$ cat src/rtl/barrel_shifter_pipe_if.sv
// Valid/ready bundle for barrel_shifter_pipe: operand stream in, shifted result stream out.
interface barrel_shifter_pipe_if #(
  parameter int W = 8
);
  localparam int AW = $clog2(W);

  logic          in_valid;
  logic          in_ready;
  logic [W-1:0]  in_a;
  logic [AW-1:0] in_amt;
  logic          in_dir;
  logic [1:0]    in_mode;
  logic          out_valid;
  logic          out_ready;
  logic [W-1:0]  out_y;

  modport master (
    output in_valid, in_a, in_amt, in_dir, in_mode, out_ready,
    input  in_ready, out_valid, out_y
  );

  modport slave (
    input  in_valid, in_a, in_amt, in_dir, in_mode, out_ready,
    output in_ready, out_valid, out_y
  );
endinterface

$ cat src/rtl/barrel_shifter_pipe.sv
// Pipelined W-bit rotate/logical/arithmetic shifter, one register stage per shift-amount bit,
// with a single global advance enable so the whole pipe stalls together under backpressure.
module barrel_shifter_pipe #(
  parameter int W = 8
) (
  input logic clk,
  input logic reset,
  barrel_shifter_pipe_if.slave bus
);
  localparam int AW = $clog2(W);

  logic [W-1:0]  data_q [AW];
  logic          valid_q [AW];
  logic          dir_q [AW];
  logic [1:0]    mode_q [AW];
  logic          fill_q [AW];
  logic [AW-1:0] amt_q [AW-1];
  logic [W-1:0]  data_d [AW];
  logic          fill_in;
  logic          en;

  // Fill is only ever non-zero for arithmetic right, so it alone selects sign extension.
  function automatic logic [W-1:0] shift_step(
    input logic [W-1:0] d,
    input int           sh,
    input logic         dir,
    input logic [1:0]   mode,
    input logic         fill
  );
    logic [W-1:0] ones;
    logic [W-1:0] r;
    ones = '1;
    if (mode == 2'b01 || mode == 2'b10) begin
      if (!dir) r = d << sh;
      else      r = (d >> sh) | (fill ? ~(ones >> sh) : '0);
    end else begin
      if (!dir) r = (d << sh) | (d >> (W - sh));
      else      r = (d >> sh) | (d << (W - sh));
    end
    return r;
  endfunction

  assign fill_in = bus.in_a[W-1] & bus.in_dir & (bus.in_mode == 2'b10);

  assign en            = bus.out_ready | ~valid_q[AW-1];
  assign bus.in_ready  = en;
  assign bus.out_valid = valid_q[AW-1];
  assign bus.out_y     = data_q[AW-1];

  always_comb begin
    data_d[0] = bus.in_amt[0]
              ? shift_step(bus.in_a, 1, bus.in_dir, bus.in_mode, fill_in)
              : bus.in_a;
    for (int k = 1; k < AW; k++) begin
      data_d[k] = amt_q[k-1][k]
                ? shift_step(data_q[k-1], 1 << k, dir_q[k-1], mode_q[k-1], fill_q[k-1])
                : data_q[k-1];
    end
  end

  // The last stage has no consumer for amt, so only AW-1 stages carry it forward.
  always_ff @(posedge clk or posedge reset) begin
    if (reset) begin
      for (int k = 0; k < AW; k++) begin
        valid_q[k] <= 1'b0;
        data_q[k]  <= '0;
        dir_q[k]   <= 1'b0;
        mode_q[k]  <= 2'b00;
        fill_q[k]  <= 1'b0;
      end
      for (int k = 0; k < AW - 1; k++) begin
        amt_q[k] <= '0;
      end
    end else if (en) begin
      valid_q[0] <= bus.in_valid;
      data_q[0]  <= data_d[0];
      dir_q[0]   <= bus.in_dir;
      mode_q[0]  <= bus.in_mode;
      fill_q[0]  <= fill_in;
      amt_q[0]   <= bus.in_amt;
      for (int k = 1; k < AW; k++) begin
        valid_q[k] <= valid_q[k-1];
        data_q[k]  <= data_d[k];
        dir_q[k]   <= dir_q[k-1];
        mode_q[k]  <= mode_q[k-1];
        fill_q[k]  <= fill_q[k-1];
      end
      for (int k = 1; k < AW - 1; k++) begin
        amt_q[k] <= amt_q[k-1];
      end
    end
  end
endmodule

$ cat src/flat_wrapper.sv
// flat-port wrapper written by rule: the top's interface ports become plain ports
module barrel_shifter_pipe_flat 
#(
  parameter int W = 8
)
  (clk, reset, bus_in_valid, bus_in_a, bus_in_amt, bus_in_dir, bus_in_mode, bus_out_ready, bus_in_ready, bus_out_valid, bus_out_y);
  barrel_shifter_pipe_if #(.W(W)) bus_i ();
  input logic clk;
  input logic reset;
  input wire logic [$bits(bus_i.in_valid)-1:0] bus_in_valid;
  input wire logic [$bits(bus_i.in_a)-1:0] bus_in_a;
  input wire logic [$bits(bus_i.in_amt)-1:0] bus_in_amt;
  input wire logic [$bits(bus_i.in_dir)-1:0] bus_in_dir;
  input wire logic [$bits(bus_i.in_mode)-1:0] bus_in_mode;
  input wire logic [$bits(bus_i.out_ready)-1:0] bus_out_ready;
  output wire logic [$bits(bus_i.in_ready)-1:0] bus_in_ready;
  output wire logic [$bits(bus_i.out_valid)-1:0] bus_out_valid;
  output wire logic [$bits(bus_i.out_y)-1:0] bus_out_y;
  assign bus_i.in_valid = bus_in_valid;
  assign bus_i.in_a = bus_in_a;
  assign bus_i.in_amt = bus_in_amt;
  assign bus_i.in_dir = bus_in_dir;
  assign bus_i.in_mode = bus_in_mode;
  assign bus_i.out_ready = bus_out_ready;
  assign bus_in_ready = bus_i.in_ready;
  assign bus_out_valid = bus_i.out_valid;
  assign bus_out_y = bus_i.out_y;
  barrel_shifter_pipe #(.W(W)) u_core (.clk(clk), .reset(reset), .bus(bus_i));
endmodule
$ cat config.mk
export PLATFORM = sky130hd
export DESIGN_NAME = barrel_shifter_pipe_flat
export DESIGN_NICKNAME = d
export VERILOG_FILES = /design/src/rtl/barrel_shifter_pipe_if.sv /design/src/rtl/barrel_shifter_pipe.sv /design/src/flat_wrapper.sv
export SDC_FILE = /design/constraint.sdc
export NUM_CORES = 1
export LEC_CHECK = 0
export ABC_AREA = 1
export BUFFER_PORTS_ARGS = -buffer_cell sky130_fd_sc_hd__buf_2
export CAP_MARGIN = 0
export CORE_MARGIN = 2
export CORE_UTILIZATION = 50
export DETAILED_ROUTE_END_ITERATION = 10
export PLACE_DENSITY_LB_ADDON = 0.2
export SLEW_MARGIN = 25
export SYNTH_ARGS = -nofsm -noshare
export SYNTH_HDL_FRONTEND = slang
export SYNTH_SLANG_ARGS = --single-unit
$ cat constraint.sdc
create_clock -name clk -period 2.7 [get_ports clk]
set_input_delay 0.135 -clock clk [delete_from_list [all_inputs] [get_ports clk]]
set_output_delay 0.135 -clock clk [all_outputs]
set_load 0.01 [all_outputs]
==> flow_summary_export.csv, run 1 <==
group,metric,value,unit
drt,dr.pass1.iters,4,
sta,period_share,63.46,%
sta,slew_headroom,52.02,%
clock_network,clock_latency,280,ps
clock_network,clk_pin_slew,70,ps
worst_setup_path,critPathRequiredTime,2570,ps
clock_network,clk_path_buf_depth,2,
worst_setup_path,worstPathArrival,1580,ps
synthesis,synthSimpleGateAreaFrac,24.94,%
synthesis,yosys.area.top_type,"dfrtp_1",
synthesis,synth_xor_area_share,0,%
die,io_pins,28,
flow_run,maxCapViolCount,0,
finish,mostFrequentLayoutCell,"nand2_1",
clock_network,clkSinkCount,38,
drt,postRouteAntennaNets,0,
sta,rsz0062_at_grt,"false",
clock_network,cts_setup_buffers,0,
finish,layout_common_cells,"nand2_1 (87), dfrtp_1 (38), nor2_1 (34)",
placement,place_congestion,0.8883,
clock_network,cts_root_buffer,"clkbuf_8",
synthesis,syn_inst,289,
grt,grt_pass1_vias,1653,
synthesis,ys_ff_latch,38,
finish,antenna_cells,0,
synthesis,synth.top_cell.area_share,45.02,%
pwr,leakage,1.185,nW
drt,vias_per_cell,5.017,
synthesis,ys_seq_area_share,45.02,%
drt,drtIter0Drc,105,
worst_setup_path,critical_path.top_delay_family,"buffers and inverters",
sta,tightest_slew,719.0,ps
synthesis,synth_area_leaders,"dfrtp_1 (45%), nand2_1 (15%), nor2_1 (6.0%), inv_1 (5.7%), o21ai_0 (4.5%)",
sta,finalSetupViolCount,0,
die,initial_core_util,52.42,%
placement,place.port_buffers,27,
grt,grt_overflow,0,
sta,finClkSkew,7.214,ps
finish,fill_cells,408,
worst_setup_path,crit_slowest_cell,"dfrtp_1",
drt,wire_per_inst,11.44,um
worst_setup_path,critPathKind,"reg -> out",
finish,final_layout_size_suffix_gt1_share,14.10,%
synthesis,synth_area_per_cell,7.308,um2
finish,post-route-cell-area,2272,um2
clock_network,numCtsBuffers,5,
run_status,outcome,"finished clean",
drt,vias,1781,
die,die_w,68.99,um
worst_setup_path,path_cells,"inv_1 -> nor2_4 -> buf_4 -> inv_4 -> buf_2",
clock_network,cts_tree,"done",
drt,wirelength,4062,um
sta,finalHoldViolations,0,
worst_setup_path,end_kind,"output port",
grt,antenna_found_initial,0,
clock_network,cts_hold_buf,1,
synthesis,synth_compound_area_share,15.82,%
finish,nets,323,
grt,grtUsageTotal,20.28,%
grt,grt_max_degree,47,
sta,drv_slew,0,
grt,grt_pass1_wl,7127,um
synthesis,synth_cell_types,20,
die,core,4029,um2
sta,timing.fmax,0.5836,GHz
die,dieArea,4760,um2
synthesis,synth_nets,308,
hold_path,hp-class,"in -> reg",
synthesis,synth_area,2112,um2
placement,place_area,2171,um2
clock_network,cts_max_level,2,
sta,fin_crit,1714,ps
synthesis,synth_warnings,0,
die,die_y,68.99,um
clock_network,ctsResizeCount,0,
synthesis,synth_top_family_by_area,"simple AND/OR/NAND/NOR gates",
worst_setup_path,crit_path_start_kind,"flop",
worst_setup_path,crit_buf_inv,4,
synthesis,muxShareOfSynthArea,0,%
placement,dpl.hpwl,2946,um
drt,drc,0,
die,num_rows,23,
finish,area_growth,7.583,%
synthesis,synth-adder-area-share,0.5924,%
pwr,power.density,939.3,nW/um2
worst_setup_path,crit_fanout,46,
pwr,ir_drop,0.0003131,V
worst_setup_path,max_stage_delay,370,ps
sta,setup_tns,0,ps
==> cell usage after synthesis (all sizes together) <==
cell / number
o211ai: 8
clkbuf: 1
a21oi: 13
nand3: 11
a31oi: 9
ha: 1
dfrtp: 38
nand2: 88
o21ai: 29
inv: 35
buf: 21
nor2: 35
==> report_power, final <==
group	switching (mW)	internal, mW
Clock	0.186	0.206
Combinational	0.483	0.295
Sequential	0.183	0.782
==> flip-flops by register name (all words and copies together) (netlist names) <==
name	flops
u_core.amt_q	3
u_core.bus.out_valid	1
u_core.bus.out_y	8
u_core.data_q	16
u_core.dir_q	2
u_core.fill_q	2
u_core.mode_q	4
u_core.valid_q	2
==> final timing paths <==
kind,startpoint,to,slack [ps],cells past startpoint
worst min-delay path,bus_in_valid,u_core.valid_q[2],50,3
worst max register to register,u_core.bus.out_valid,u_core.bus.out_y[1],1180,7
worst min register to register,u_core.valid_q[1],u_core.bus.out_valid,460,2
min in group asynchronous,reset,u_core.amt_q[5],510,3
max in group asynchronous,reset,u_core.amt_q[4],1460,4
worst max-delay path,u_core.bus.out_valid,bus_in_ready,990,5
==> per-stage QoR <==
step | hold slack (ps) | power, mW | setup WS, ps | instances | utilization [%]
floorplan | 244.6 | 1.641 | 1666 | 289 | -
global placement | 291.5 | 1.736 | 1242 | 346 | 53.88
detailed placement | 299.3 | 1.760 | 1197 | 346 | 53.88
CTS | 36.81 | 2.167 | 959.0 | 355 | 56.40
global route | 57.56 | 2.354 | 869.7 | 355 | 56.40
finish | 46.15 | 2.134 | 986.5 | 355 | 56.40
==> tightest hold or removal path, cell delays in order <==
cell	delay (ps)
buf_2	70
nand2_1	40
nand2_1	50
==> kinds of logic (layout without fill, tap and decap cells) <==
family | count (synthesis) | count (layout)
fa+ha+maj | 1 | 1
simple gates | 134 | 134
buf+inv | 57 | 73
flops | 38 | 38
compound gates | 59 | 59
==> metal layers <==
metal	global-route usage (%)	vias up	part of all wire, %
li1	-	937	-
met1	24.05	796	46
met2	34.86	42	49
met3	5.519	6	4.2
met4	7.843	0	1.4
met5	0	-	0
==> layout make-up <==
class / instances / area [um2] / area share (%)
timing repair buffer: 30 / 160.2 / 7.048
inverter: 35 / 133.9 / 5.892
clock buffer: 7 / 86.33 / 3.800
tap: 50 / 62.56 / 2.753
clock inverter: 1 / 5.005 / 0.2203
sequential: 38 / 950.9 / 41.85
multi-input combinational: 194 / 873.3 / 38.44
(Power assumes the default switching activity.)
==> run 2: changes to the inputs <==
ABC_AREA = 0   (was 1)
clock period = 1.6 ns   (was 2.7 ns; I/O delays follow)
==> flow_summary_export.csv, run 2 <==
group,metric,value,unit
drt,postRouteAntennaNets,0,
placement,pre_cts_slack,331.9,ps
sta,finalHoldViolations,0,
finish,area_growth,11.26,%
synthesis,synth_area_leaders,"dfrtp_1 (47%), nand2_1 (8.3%), mux2i_1 (5.4%), a211oi_1 (3.7%), a21o_1 (3.7%)",
worst_setup_path,critPathRequiredTime,1520,ps
worst_setup_path,r2r_start,"u_core.dir_q[2]",
grt,grt_pass1_wl,6141,um
clock_network,cts_max_level,2,
drt,wire_per_inst,13.34,um
worst_setup_path,worstPathArrival,1420,ps
synthesis,ys.flop_type,"dfrtp_1",
drt,dr.pass1.iters,4,
sta,fin_crit,1501,ps
run_status,outcome,"finished clean",
clock_network,cts_setup_buffers,0,
clock_network,clk_path_buf_depth,2,
synthesis,synth_area_per_cell,9.323,um2
die,die_w,67.61,um
pwr,pwr-share-seq,46.7,%
synthesis,synth.top_cell.area_share,47.00,%
sta,finClkSkew,6.168,ps
drt,drtIter0Drc,64,
synthesis,synthMostInstantiatedCell,"nand2_1",
clock_network,cts_root_buffer,"clkbuf_8",
drt,wirelength,3829,um
clock_network,clk_pin_slew,60,ps
worst_setup_path,end_kind,"output port",
drt,vias_per_cell,5.244,
worst_setup_path,worstRegToRegCells,3,
pwr,comb_power_share,34.9,%
grt,grt_pass1_vias,1281,
placement,place_congestion,0.7325,
clock_network,ctsResizeCount,0,
flow_run,maxCapViolCount,0,
die,core,3943,um2
placement,place.port_buffers,27,
pwr,leakage,1.092,nW
pwr,p_sw,1.303,mW
sta,timing.fmax,0.6661,GHz
die,io_pins,28,
sta,finalSetupViolCount,0,
drt,vias,1505,
sta,tightest_slew,517.9,ps
worst_setup_path,crit_path_start_kind,"flop",
drt,drc,0,
finish,layout_common_cells,"nand2_1 (45), dfrtp_1 (38), buf_2 (27)",
finish,final_layout_size_suffix_gt1_share,18.57,%
clock_network,cts_hold_buf,4,
synthesis,synth_cell_types,32,
pwr,clkPwrFrac,18.4,%
die,die_y,67.61,um
die,dieArea,4571,um2
hold_path,hp-class,"in -> reg",
clock_network,numCtsBuffers,5,
placement,dpl.hpwl,2650,um
finish,largest_reg_flops,16,
synthesis,synth-async-reset-ratio,100.0,%
worst_setup_path,crit_fanout,25,
synthesis,synth_area,2023,um2
pwr,p_int,2.290,mW
sta,drv_slew,0,
clock_network,clkSinkCount,38,
clock_network,clock_latency,290,ps
grt,grtUsageTotal,18.64,%
pwr,ir_drop,0.0005472,V
synthesis,synth_warnings,0,
sta,fin_ws,98.81,ps
synthesis,synth_commonest_cells,"nand2_1 (45), dfrtp_1 (38), nor2_1 (15)",
synthesis,ys_ff_latch,38,
finish,post-route-cell-area,2251,um2
die,initial_core_util,51.32,%
pwr,power.density,1596,nW/um2
synthesis,syn_inst,217,
pwr,p_sw_share,36.26,%
sta,period_share,93.82,%
grt,grt_max_degree,39,
finish,regMostFlops,"u_core.data_q",
grt,grt_overflow,0,
finish,nets,255,
worst_setup_path,r2r_slack,320,ps
worst_setup_path,cp-startpoint,"u_core.bus.out_valid",
sta,rsz0062_at_grt,"false",
die,num_rows,23,
worst_setup_path,r2r-end,"u_core.data_q[13]",
sta,setup_tns,0,ps
worst_setup_path,crit_end,"bus_in_ready",
finish,mostFrequentLayoutCell,"nand2_1",
synthesis,ys_seq_area_share,47.00,%
pwr,power.total,3.592,mW
grt,antenna_found_initial,0,
worst_setup_path,critPathKind,"reg -> out",
synthesis,yosys.area.top_type,"dfrtp_1",
synthesis,synth_nets,236,
sta,timing.hold.ws,14.00,ps
placement,place_area,2120,um2
finish,antenna_cells,0,
sta,slew_headroom,65.47,%
clock_network,cts_tree,"done",
synthesis,synth-edff-count,0,
run 2: changes by cell type in the layout (fill, tap and decap cells not counted), sizes merged, moves of 7 or more:
cell	change
nor2	-20
o21ai	-14
nand3	-8
nand2	-43
nand2b	+7
a211oi	+11
inv	-31
a21o	+10
a21oi	-13
mux2i	+11
run 2: worst min-delay path by stage:
stage / from / to / slack [ps] / depth (start not counted)
floorplan: bus_in_amt[2] / u_core.amt_q[5] / 190 / 2
global placement: reset / u_core.amt_q[2] / 210 / 3
detailed placement: reset / u_core.bus.out_y[2] / 210 / 3
CTS: bus_in_mode[1] / u_core.mode_q[5] / 5 / 3
global route: bus_in_mode[1] / u_core.mode_q[5] / 30 / 3
finish: bus_in_mode[1] / u_core.mode_q[5] / 10 / 3
run 2: per-stage QoR:
step                util (%)  instances
floorplan                  -        217
global placement       53.76        275
detailed placement     53.76        275
CTS                    57.09        287
global route           57.09        287
finish                 57.09        287
run 2: cell type report:
class                   instances  area, um2
repair buffers                 36      225.2
multi-input cells             151      903.4
fillers                       349       1692
flip-flops and latches         38      950.9
clock inverters                 1      5.005
clock buffers                   7      86.33
well taps                      50      62.56
inverters                       4      17.52
run 2: per-layer routing:
metal | vias to the layer above | global-route usage (%) | routed length, um
met3 | 5 | 6.500 | 149
met5 | - | 0 | 0
li1 | 778 | - | -
met1 | 691 | 23.49 | 1797
met4 | 0 | 6.888 | 57
met2 | 31 | 29.41 | 1824
run 2: power by group through the flow:
stage | Sequential (mW) | Clock, mW | Combinational [mW]
3_5_place_dp | 1.69 | 0 | 1.26
3_3_place_gp | 1.68 | 0 | 1.25
5_1_grt | 1.74 | 0.741 | 1.41
4_1_cts | 1.67 | 0.688 | 1.27
2_1_floorplan | 1.53 | 0 | 1.17
6_report | 1.68 | 0.662 | 1.25
run 2: cells by family after synthesis:
logic type | synth area share (%)
multiplexers | 5.442
flip-flops | 47.00
buffers and inverters | 8.472
AND/OR/NAND/NOR | 15.83
XOR/XNOR | 1.299
AO/OA/AOI/OAI | 21.34
adder cells (fa/ha/maj) | 0.6183
run 2: worst max-delay path, cell delays in order (launching register included):
cell     delay (ps)
dfrtp_1         370
nor2b_2         190
inv_4           210
buf_4           220
buf_2           140
